$ cat src/rtl/bomberman_pkg.sv
// Shared grid geometry, FSM state type, palette and tile classification for the
// Bomber-Man object pipeline.
package bomberman_pkg;

  localparam int TILE_SHIFT = 5;
  localparam int GRID_W     = 20;
  localparam int GRID_H     = 15;

  typedef enum logic [1:0] {
    IDLE  = 2'd0,
    ARMED = 2'd1,
    CALC  = 2'd2,
    BLAST = 2'd3
  } state_t;

  localparam logic [7:0] BOMB_RGB       = 8'h24;
  localparam logic [7:0] BOMB_BLINK_RGB = 8'hE0;
  localparam logic [7:0] BLAST_CORE_RGB = 8'hFC;
  localparam logic [7:0] BLAST_ARM_RGB  = 8'hF0;

  function automatic logic is_border(input logic [4:0] tx, input logic [3:0] ty);
    return (tx == 5'd0) || (tx == 5'(GRID_W - 1)) ||
           (ty == 4'd0) || (ty == 4'(GRID_H - 1));
  endfunction

  function automatic logic is_pillar(input logic [4:0] tx, input logic [3:0] ty);
    return !is_border(tx, ty) && !tx[0] && !ty[0];
  endfunction

endpackage

$ cat src/rtl/blast_arm_calc.sv
// Registered clip of the four blast arms against the playfield border and the
// pillar lattice; captures only while en is high.
module blast_arm_calc
  import bomberman_pkg::*;
#(
  parameter int RADIUS = 2
) (
  input  logic       clk,
  input  logic       reset,
  input  logic       en,
  input  logic [4:0] tileX,
  input  logic [3:0] tileY,
  output logic [2:0] armL,
  output logic [2:0] armR,
  output logic [2:0] armU,
  output logic [2:0] armD
);

  localparam logic signed [5:0] RAD = 6'(RADIUS);

  logic signed [5:0] tx;
  logic signed [5:0] ty;

  // Saturate the free room in one direction to [0, RADIUS].
  function automatic logic [2:0] clip(input logic signed [5:0] room);
    if (room <= 6'sd0)
      return 3'd0;
    else if (room < RAD)
      return room[2:0];
    else
      return RAD[2:0];
  endfunction

  assign tx = signed'({1'b0, tileX});
  assign ty = signed'({2'b0, tileY});

  // Horizontal arms die on an even row and vertical arms on an even column,
  // because the neighbouring tiles there are pillars.
  always_ff @(posedge clk) begin
    if (reset) begin
      armL <= '0;
      armR <= '0;
      armU <= '0;
      armD <= '0;
    end else if (en) begin
      armL <= tileY[0] ? clip(tx - 6'sd1)  : 3'd0;
      armR <= tileY[0] ? clip(6'sd18 - tx) : 3'd0;
      armU <= tileX[0] ? clip(ty - 6'sd1)  : 3'd0;
      armD <= tileX[0] ? clip(6'sd13 - ty) : 3'd0;
    end
  end

endmodule

$ cat src/rtl/bomb_blast_ctrl.sv
// Single-bomb lifecycle FSM plus bomb/blast drawing objects.
// Optional build macro BOMB_BLINK_EN makes the bomb flash near the end of its fuse.
module bomb_blast_ctrl
  import bomberman_pkg::*;
#(
  parameter int FUSE_FRAMES  = 120,
  parameter int BLAST_FRAMES = 30,
  parameter int RADIUS       = 2
) (
  input  logic        clk,
  input  logic        reset,
  input  logic        startOfFrame,
  input  logic        placeBomb,
  input  logic [4:0]  playerTileX,
  input  logic [3:0]  playerTileY,
  input  logic        detonateNow,
  input  logic [10:0] pixelX,
  input  logic [10:0] pixelY,
  output logic        bombDR,
  output logic [7:0]  bombRGB,
  output logic        blastDR,
  output logic [7:0]  blastRGB,
  output logic        blastActive,
  output logic [4:0]  bombTileX,
  output logic [3:0]  bombTileY,
  output logic [2:0]  armL,
  output logic [2:0]  armR,
  output logic [2:0]  armU,
  output logic [2:0]  armD
);

  localparam int CNT_W = 16;

  state_t           state;
  logic [CNT_W-1:0] fuseCnt;
  logic [CNT_W-1:0] blastCnt;
  logic             place_ok;

  assign place_ok = (playerTileX < 5'(GRID_W)) && (playerTileY < 4'(GRID_H)) &&
                    !is_border(playerTileX, playerTileY) &&
                    !is_pillar(playerTileX, playerTileY);

  always_ff @(posedge clk) begin
    if (reset) begin
      state     <= IDLE;
      fuseCnt   <= '0;
      blastCnt  <= '0;
      bombTileX <= '0;
      bombTileY <= '0;
    end else begin
      case (state)
        IDLE: begin
          if (placeBomb && place_ok) begin
            bombTileX <= playerTileX;
            bombTileY <= playerTileY;
            fuseCnt   <= CNT_W'(FUSE_FRAMES);
            state     <= ARMED;
          end
        end
        ARMED: begin
          // A forced detonation wins over a coincident frame tick.
          if (detonateNow) begin
            state <= CALC;
          end else if (startOfFrame) begin
            if (fuseCnt <= CNT_W'(1)) begin
              fuseCnt <= '0;
              state   <= CALC;
            end else begin
              fuseCnt <= fuseCnt - CNT_W'(1);
            end
          end
        end
        CALC: begin
          blastCnt <= CNT_W'(BLAST_FRAMES);
          state    <= BLAST;
        end
        BLAST: begin
          if (startOfFrame) begin
            if (blastCnt <= CNT_W'(1)) begin
              blastCnt <= '0;
              state    <= IDLE;
            end else begin
              blastCnt <= blastCnt - CNT_W'(1);
            end
          end
        end
        default: state <= IDLE;
      endcase
    end
  end

  assign blastActive = (state == BLAST);

  blast_arm_calc #(
    .RADIUS(RADIUS)
  ) u_arm_calc (
    .clk  (clk),
    .reset(reset),
    .en   (state == CALC),
    .tileX(bombTileX),
    .tileY(bombTileY),
    .armL (armL),
    .armR (armR),
    .armU (armU),
    .armD (armD)
  );

  // Stage p0: pixel-to-tile hit tests in signed 6-bit tile space.
  logic              in_grid_p0;
  logic signed [5:0] ptx_p0, pty_p0, btx_p0, bty_p0;
  logic signed [5:0] al_p0, ar_p0, au_p0, ad_p0;
  logic              on_tile_p0, on_row_p0, on_col_p0;
  logic              bomb_hit_p0, blast_hit_p0;
  logic [7:0]        bomb_col_p0;

  assign in_grid_p0 = (pixelX < 11'(GRID_W << TILE_SHIFT)) &&
                      (pixelY < 11'(GRID_H << TILE_SHIFT));
  assign ptx_p0 = signed'({1'b0, pixelX[9:5]});
  assign pty_p0 = signed'({2'b0, pixelY[8:5]});
  assign btx_p0 = signed'({1'b0, bombTileX});
  assign bty_p0 = signed'({2'b0, bombTileY});
  assign al_p0  = signed'({3'b0, armL});
  assign ar_p0  = signed'({3'b0, armR});
  assign au_p0  = signed'({3'b0, armU});
  assign ad_p0  = signed'({3'b0, armD});

  assign on_tile_p0 = (ptx_p0 == btx_p0) && (pty_p0 == bty_p0);
  assign on_row_p0  = (pty_p0 == bty_p0) &&
                      (ptx_p0 >= btx_p0 - al_p0) && (ptx_p0 <= btx_p0 + ar_p0);
  assign on_col_p0  = (ptx_p0 == btx_p0) &&
                      (pty_p0 >= bty_p0 - au_p0) && (pty_p0 <= bty_p0 + ad_p0);

  assign bomb_hit_p0 = (state == ARMED) && in_grid_p0 && on_tile_p0 &&
                       (pixelX[4:0] >= 5'd4) && (pixelX[4:0] <= 5'd27) &&
                       (pixelY[4:0] >= 5'd4) && (pixelY[4:0] <= 5'd27);
  assign blast_hit_p0 = (state == BLAST) && in_grid_p0 && (on_row_p0 || on_col_p0);

`ifdef BOMB_BLINK_EN
  assign bomb_col_p0 = ((fuseCnt <= CNT_W'(32)) && fuseCnt[2]) ? BOMB_BLINK_RGB : BOMB_RGB;
`else
  assign bomb_col_p0 = BOMB_RGB;
`endif

  // Stage p1: registered draw requests and colours for the priority mux.
  always_ff @(posedge clk) begin
    if (reset) begin
      bombDR   <= 1'b0;
      bombRGB  <= '0;
      blastDR  <= 1'b0;
      blastRGB <= '0;
    end else begin
      bombDR   <= bomb_hit_p0;
      bombRGB  <= bomb_hit_p0 ? bomb_col_p0 : 8'h00;
      blastDR  <= blast_hit_p0;
      blastRGB <= blast_hit_p0 ? (on_tile_p0 ? BLAST_CORE_RGB : BLAST_ARM_RGB) : 8'h00;
    end
  end

endmodule

$ cat config.mk
export PLATFORM = sky130hd
export DESIGN_NAME = bomb_blast_ctrl
export DESIGN_NICKNAME = d
export VERILOG_FILES = /design/src/rtl/bomberman_pkg.sv /design/src/rtl/blast_arm_calc.sv /design/src/rtl/bomb_blast_ctrl.sv
export SDC_FILE = /design/constraint.sdc
export NUM_CORES = 1
export LEC_CHECK = 0
export CAP_MARGIN = 40
export CORE_UTILIZATION = 49
export DETAILED_ROUTE_END_ITERATION = 7
export PLACE_DENSITY_LB_ADDON = 0.12
export RECOVER_POWER = 50
export SETUP_SLACK_MARGIN = 0.1
export SLEW_MARGIN = 15
export SYNTH_ARGS = -nofsm -noshare
export SYNTH_HDL_FRONTEND = slang
export SYNTH_SLANG_ARGS = --single-unit
$ cat constraint.sdc
create_clock -name clk -period 2.6 [get_ports clk]
set_input_delay 0.65 -clock clk [delete_from_list [all_inputs] [get_ports clk]]
set_output_delay 0.65 -clock clk [all_outputs]
set_load 0.05 [all_outputs]
==> run summary, run 1 <==
status = completed
port buffer count = 63
DRT iter0 DRCs = 175
Pleak = 2.22 nW
Clock Pin Slew Worst Setup and Hold Paths = 70 ps
layout cells sized above 1 = 14.0%
clock skew = 9.23 ps
Bufs on Longest Clock Path = 2
relative slew slack = 52.7%
Synth Warn # = 0
Yosys cell types = 69
post-synth top area cell = dfxtp_1
Cell Rows = 33
#FFs+latches synth = 59
Residual DRC = 0
RSZ-0062 raised after global routing = true
async set or reset register ratio after synthesis = 0%
CP peak stage delay = 420 ps
Crit path top cell by count = nor2_1
Synth Area per Inst = 8.39 um^2
Slew @ Worst Pin = 709 ps
Die ar. = 9160 um^2
Synth Flop Type = dfxtp_1
most frequent cell after synthesis = nor2_1
Area Overhead vs Synth = 27.1%
Worst-Skew Late Latency = 340 ps
Crit-path slowest cell = fa_2
worst r2r dst = blastRGB[3]
Chip Width = 95.7 um
synthesized area = 4300 um^2
post-route minimum period = 2470 ps
Yosys top cell area share = 27.4%
Worst Hold Class = reg2reg
Final setup viols = 0
IO Pins = 76
Synth top cells by count = nor2_1 (60), dfxtp_1 (59), ha_1 (48), inv_1 (32), a21oi_1 (31)
FF-to-FF setup slack = 130 ps
Post-Synthesis Cells = 513
DRT Wirelength = 10.3 mm
max_cap viols = 0
routability cong. = 0.793
hold_sp = u_arm_calc.armL[2]
fillcell total = 694
antenna violations before repair = 0
register area share after synthesis = 27.4%
core area = 8340 um^2
first-pass GRT wire length = 17.1 mm
ANT cells = 0
Die H = 95.7 um
hold path depth = 2
Slew Limit Fails = 0
# H-tree levels = 3
WL per Instance = 14.7 um
CTS Sinks = 59
vias in the first global route = 3705
Overflow after GRT = 0
design area = 5470 um^2
Hold Path End = u_arm_calc.armL[2]
Clock Tree Root = clkbuf_8
R2R Path Start = bombTileX[0]
footprint of the multi-input gates = 2900 um^2
overall routing resource usage = 23.8%
Layout Nets = 682
via count = 3894
FF+latch area = 1200 um^2
Worst R2R Path Depth = 12
Final Hold Vio Count = 0
pre-CTS setup slack = -74.0 ps
drt pass-1 iters = 4
DPL Wire Length = 7.71 mm
CP Class = reg2reg
CP endpoint kind = flip-flop
largest net degree at the start of global routing = 34
CTS tree = done
CP max FO = 3
Placement Cell Area = 5150 um^2
Post-DRT Antenna Nets = 0
Post-synth EDFFs = 0
CTS Hold Buffers Added = 0
VDD IR max = 0.631 mV
TritonCTS Buffers = 9
final worst slack = 129 ps
highest clock rate = 405 MHz
fin crit share = 95.0%
CP arrival = 2690 ps
crit path cell chain = buf_6 > ha_4 > fa_2 > a21oi_2 > nor2_1 > xnor2_1 > ha_1 > mux2i_1 > a21oi_1 > nor2_1 > a22oi_2 > nor2_1
DR vias/cell = 5.53
Worst EP required = 2820 ps
CP Launch Type = flip-flop
synth top area cells = dfxtp_1 (27%), ha_1 (14%), nor2_1 (5.2%)
pwr dens = 826 nW/um^2
Util after Layout = 65.6%
starting density of the core = 51.6%
## area by class of cell
type	count	area share, %
clock inverter	2	0.206
inverter	33	2.31
timing repair buffer	97	16.4
clock buffer	14	3.75
multi-input combinational	394	53.0
tap	105	2.40
sequential	59	21.9
## layout by cell type (no fill, tap or decap), types with 23 or more instances in the layout
master / count
nand2_1: 23
a21oi_1: 30
xnor2_1: 23
dfxtp_1: 50
ha_1: 44
buf_4: 28
clkdlybuf4s50_1: 40
inv_1: 28
nor2_1: 60
## flip-flops by register name, indices dropped and copies added, names as in the netlist
register,cells
fuseCnt,16
bombTileY,4
bombTileX,5
blastRGB,2
blastDR,1
u_arm_calc.armR,3
bombRGB,1
blastCnt,16
state,2
u_arm_calc.armU,3
u_arm_calc.armL,3
u_arm_calc.armD,3
## how the worst max path moves through the flow
stage	slack [ps]	cells after the start	startpoint	to
after floorplan	100	12	bombTileX[0]	blastRGB[3]
after global placement	-30	9	pixelX[5]	blastRGB[3]
after detailed placement	-70	9	pixelX[5]	blastRGB[3]
after CTS	100	11	bombTileX[1]	blastDR
after global routing	20	12	bombTileX[0]	blastRGB[3]
final	130	12	bombTileX[0]	blastRGB[3]
## critical path: cells and delay by family (launching register included)
kind | cells | cell delay, ps
flip-flops | 1 | 360
XOR/XNOR | 1 | 120
buffers and inverters | 1 | 120
multiplexers | 1 | 120
AND/OR/NAND/NOR | 3 | 210
adder cells (fa/ha/maj) | 3 | 890
AO/OA/AOI/OAI | 3 | 560
## per-stage QoR
| stage | hold WS [ps] | setup TNS (ps) | power, mW | instances |
|---|---|---|---|---|
| floorplan | 438 | 0 | 3.05 | 520 |
| CTS | 471 | 0 | 4.55 | 700 |
| detailed placement | 461 | -258 | 3.62 | 680 |
| global route | 489 | 0 | 4.87 | 704 |
| finish | 466 | 0 | 4.52 | 704 |
| global placement | 451 | -99.1 | 3.58 | 680 |
## per-layer routing
metal  up-vias  global-route usage [%]  routed length, um  share of wire (%)
li1       1965                       -                  -                  -
met1      1829                    30.9               4960                 48
met2        84                    40.2               4790                 46
met3        16                    4.03                411                4.0
met4         0                    7.59                173                1.7
met5         -                       0                  0                  0
## power by group
group	switching [mW]	total (mW)	leakage [nW]	internal, mW
sequential	0.194	1.26	0.483	1.07
clock	0.378	0.892	0.113	0.514
combinational	1.38	2.37	1.63	0.989
## timing repair
action,4_1_cts,5_1_grt
pin swaps,8,12
resized for setup,7,8
buffers inserted,4,4
endpoints found under the setup margin,2,3
## logic make-up after synthesis
logic type	share of synthesized area, %
buffers and inverters	7.47
flip-flops	27.4
other	0.0871
multiplexers	2.56
AO/OA/AOI/OAI	17.9
XOR/XNOR	6.71
AND/OR/NAND/NOR	21.8
adder cells (fa/ha/maj)	16.0
No activity file was read; power rests on OpenSTA's default activity.
==> run 2: changes to the inputs <==
--- a/config.mk
+++ b/config.mk
@@ -8,6 +8,7 @@
 export CAP_MARGIN = 40
 export CORE_UTILIZATION = 49
 export DETAILED_ROUTE_END_ITERATION = 7
+export GPL_TIMING_DRIVEN = 0
 export PLACE_DENSITY_LB_ADDON = 0.12
 export RECOVER_POWER = 50
 export SETUP_SLACK_MARGIN = 0.1
==> run summary, run 2 (same netlist as run 1, synthesis figures left out) <==
status = completed (unchanged)
relative slew slack = 57.8% (was 52.7%)
Pleak = 2.26 nW (was 2.22 nW)
Crit-path slowest cell = fa_2 (unchanged)
Clock Pin Slew Worst Setup and Hold Paths = 70 ps (about the same)
CP max FO = 4 (was 3)
clock skew = 7.95 ps (was 9.23 ps)
Layout Nets = 693 (was 682)
Bufs on Longest Clock Path = 2 (unchanged)
CP endpoint kind = flip-flop (unchanged)
routability cong. = 0.856 (was 0.793)
Cell Rows = 33 (unchanged)
IO Pins = 76 (unchanged)
post-route minimum period = 2470 ps (about the same)
design area = 5500 um^2 (was 5470 um^2)
RSZ-0062 raised after global routing = true (unchanged)
Overflow after GRT = 0 (unchanged)
Worst EP required = 2830 ps (was 2820 ps)
# H-tree levels = 3 (unchanged)
clock share of power = 21.0% (was 19.7%)
commonest cells after routing, fill and taps aside = nor2_1 (60), dfxtp_1 (50), ha_1 (45) (was nor2_1 (60), dfxtp_1 (50), ha_1 (44))
CTS Sinks = 59 (unchanged)
fin crit share = 95.0% (about the same)
Final setup viols = 0 (unchanged)
DRT iter0 DRCs = 124 (was 175)
commonest non-fill, non-tap cell in the layout = nor2_1 (unchanged)
Crit path top cell by count = nor2_1 (unchanged)
max_cap viols = 0 (unchanged)
Switching Power = 1.98 mW (was 1.95 mW)
overall routing resource usage = 24.7% (was 23.8%)
ANT cells = 0 (unchanged)
Worst-Skew Late Latency = 340 ps (about the same)
CP Class = reg2reg (unchanged)
starting density of the core = 51.6% (unchanged)
crit path cell chain = buf_6 > ha_4 > fa_2 > a21oi_2 > nor2_1 > xnor2_1 > ha_1 > mux2i_1 > a21oi_2 > nor2_1 > a22oi_2 > nor2_1 (was buf_6 > ha_4 > fa_2 > a21oi_2 > nor2_1 > xnor2_1 > ha_1 > mux2i_1 > a21oi_1 > nor2_1 > a22oi_2 > nor2_1)
DPL Wire Length = 8.06 mm (was 7.71 mm)
highest clock rate = 405 MHz (about the same)
pwr dens = 831 nW/um^2 (was 826 nW/um^2)
Die ar. = 9160 um^2 (unchanged)
Residual DRC = 0 (unchanged)
Slew Limit Fails = 0 (unchanged)
CP top delay family = adder cells (unchanged)
CP peak stage delay = 410 ps (was 420 ps)
CTS Hold Buffers Added = 0 (unchanged)
Placement Cell Area = 5130 um^2 (was 5150 um^2)
largest net degree at the start of global routing = 13 (was 34)
first-pass GRT wire length = 17.6 mm (was 17.1 mm)
Final Hold Vio Count = 0 (unchanged)
CP Launch Type = flip-flop (unchanged)
antenna violations before repair = 0 (unchanged)
Int Pwr = 2.60 mW (was 2.57 mW)
TritonCTS Buffers = 9 (unchanged)
Area Overhead vs Synth = 27.9% (was 27.1%)
drt pass-1 iters = 4 (unchanged)
port buffer count = 62 (was 63)
WL per Instance = 15.2 um (was 14.7 um)
Post-DRT Antenna Nets = 0 (unchanged)
sw frac = 43.2% (was 43.1%)
Chip Width = 95.7 um (unchanged)
sequential share of power = 27.1% (was 27.9%)
VDD IR max = 0.740 mV (was 0.631 mV)
Clock Tree Root = clkbuf_8 (unchanged)
final total power = 4.58 mW (was 4.52 mW)
CP arrival = 2700 ps (was 2690 ps)
Slew @ Worst Pin = 630 ps (was 709 ps)
DRT Wirelength = 10.9 mm (was 10.3 mm)
combinational power share = 51.9% (was 52.4%)
CTS tree = done (unchanged)
Die H = 95.7 um (unchanged)
Worst Path Buf+Inv = 1 (unchanged)
layout cells sized above 1 = 13.8% (was 14.0%)
via count = 3957 (was 3894)
core area = 8340 um^2 (unchanged)
Worst Hold Class = reg2reg (unchanged)
largest registers = blastCnt (16), fuseCnt (16), bombTileX (5) (unchanged)
Setup TNS Final = 0 ps (unchanged)
vias in the first global route = 3736 (was 3705)
DR vias/cell = 5.54 (was 5.53)
run 2: cell count changes in the layout (fill, tap and decap cells not counted), moves of 2 or more:
cell,before,now
clkbuf_1,4,13
dlygate4sd3_1,22,24
clkdlybuf4s50_1,40,37
buf_4,28,26
buf_12,2,0
buf_2,0,3
inv_4,2,0
run 2: final cells by class:
| type | instances | area (um^2) |
|---|---|---|
| flip-flops and latches | 59 | 1200 |
| plain buffers | 34 | 208 |
| multi-input cells | 394 | 2890 |
| inverters | 33 | 129 |
| repair buffers | 74 | 713 |
| well taps | 105 | 131 |
| clock inverters | 2 | 38.8 |
| fillers | 727 | 2840 |
| clock buffers | 13 | 191 |
run 2: repair_timing:
action                                  CTS  global route
pin swaps                                 9            13
setup buffers                             3             9
gates resized for setup                   9            11
endpoints found under the setup margin    4             8
gates cloned                              0             0
run 2: power groups by stage:
| stage | registers [mW] | logic (mW) | clock network, mW |
|---|---|---|---|
| 5_1_grt | 1.26 | 2.65 | 1.01 |
| 4_1_cts | 1.24 | 2.32 | 0.981 |
| 3_3_place_gp | 1.25 | 2.23 | 0 |
| 2_1_floorplan | 1.27 | 1.77 | 0 |
| 3_5_place_dp | 1.26 | 2.29 | 0 |
| 6_report | 1.24 | 2.37 | 0.961 |
run 2: metal layers:
| layer | up-vias | share of wire [%] | routed length, um | GRT usage [%] |
|---|---|---|---|---|
| li1 | 1984 | - | - | - |
| met4 | 0 | 1.1 | 116 | 6.34 |
| met3 | 12 | 4.8 | 517 | 4.82 |
| met2 | 82 | 48 | 5180 | 41.8 |
| met1 | 1879 | 46 | 5040 | 32.3 |
| met5 | - | 0 | 0 | 0 |
run 2: path summary, 6_finish.rpt:
check,start,endpoint,slack (ps),cells past startpoint
worst max register to register,bombTileX[0],blastRGB[3],130,12
worst max-delay path,bombTileX[0],blastRGB[3],130,12
worst min register to register,u_arm_calc.armL[2],u_arm_calc.armL[2],480,2
worst min-delay path,u_arm_calc.armL[2],u_arm_calc.armL[2],480,2
run 2: per-stage QoR:
stage,setup WS (ps),hold slack (ps),instances,utilization [%]
after global routing,11.0,509,714,66.0
after global placement,-165,453,687,61.5
after floorplan,101,438,520,-
final,131,484,714,66.0
after CTS,36.9,480,705,64.9
after detailed placement,-196,470,687,61.5
run 2: worst register-to-register path, delay by kind of cell, from the launching register on:
kind / cells / cell delay [ps]
adder cells (fa/ha/maj): 3 / 910
AO/OA/AOI/OAI: 3 / 520
multiplexers: 1 / 130
flip-flops: 1 / 360
XOR/XNOR: 1 / 130
AND/OR/NAND/NOR: 3 / 180
buffers and inverters: 1 / 130
==> run 3: changes to the inputs <==
--- a/config.mk
+++ b/config.mk
@@ -8,6 +8,7 @@
 export CAP_MARGIN = 40
 export CORE_UTILIZATION = 49
 export DETAILED_ROUTE_END_ITERATION = 7
+export GPL_ROUTABILITY_DRIVEN = 0
 export GPL_TIMING_DRIVEN = 0
 export PLACE_DENSITY_LB_ADDON = 0.12
 export RECOVER_POWER = 50
==> results of run 3 <==
Same layout as run 2: the final DEF is identical, and so are final timing and power.
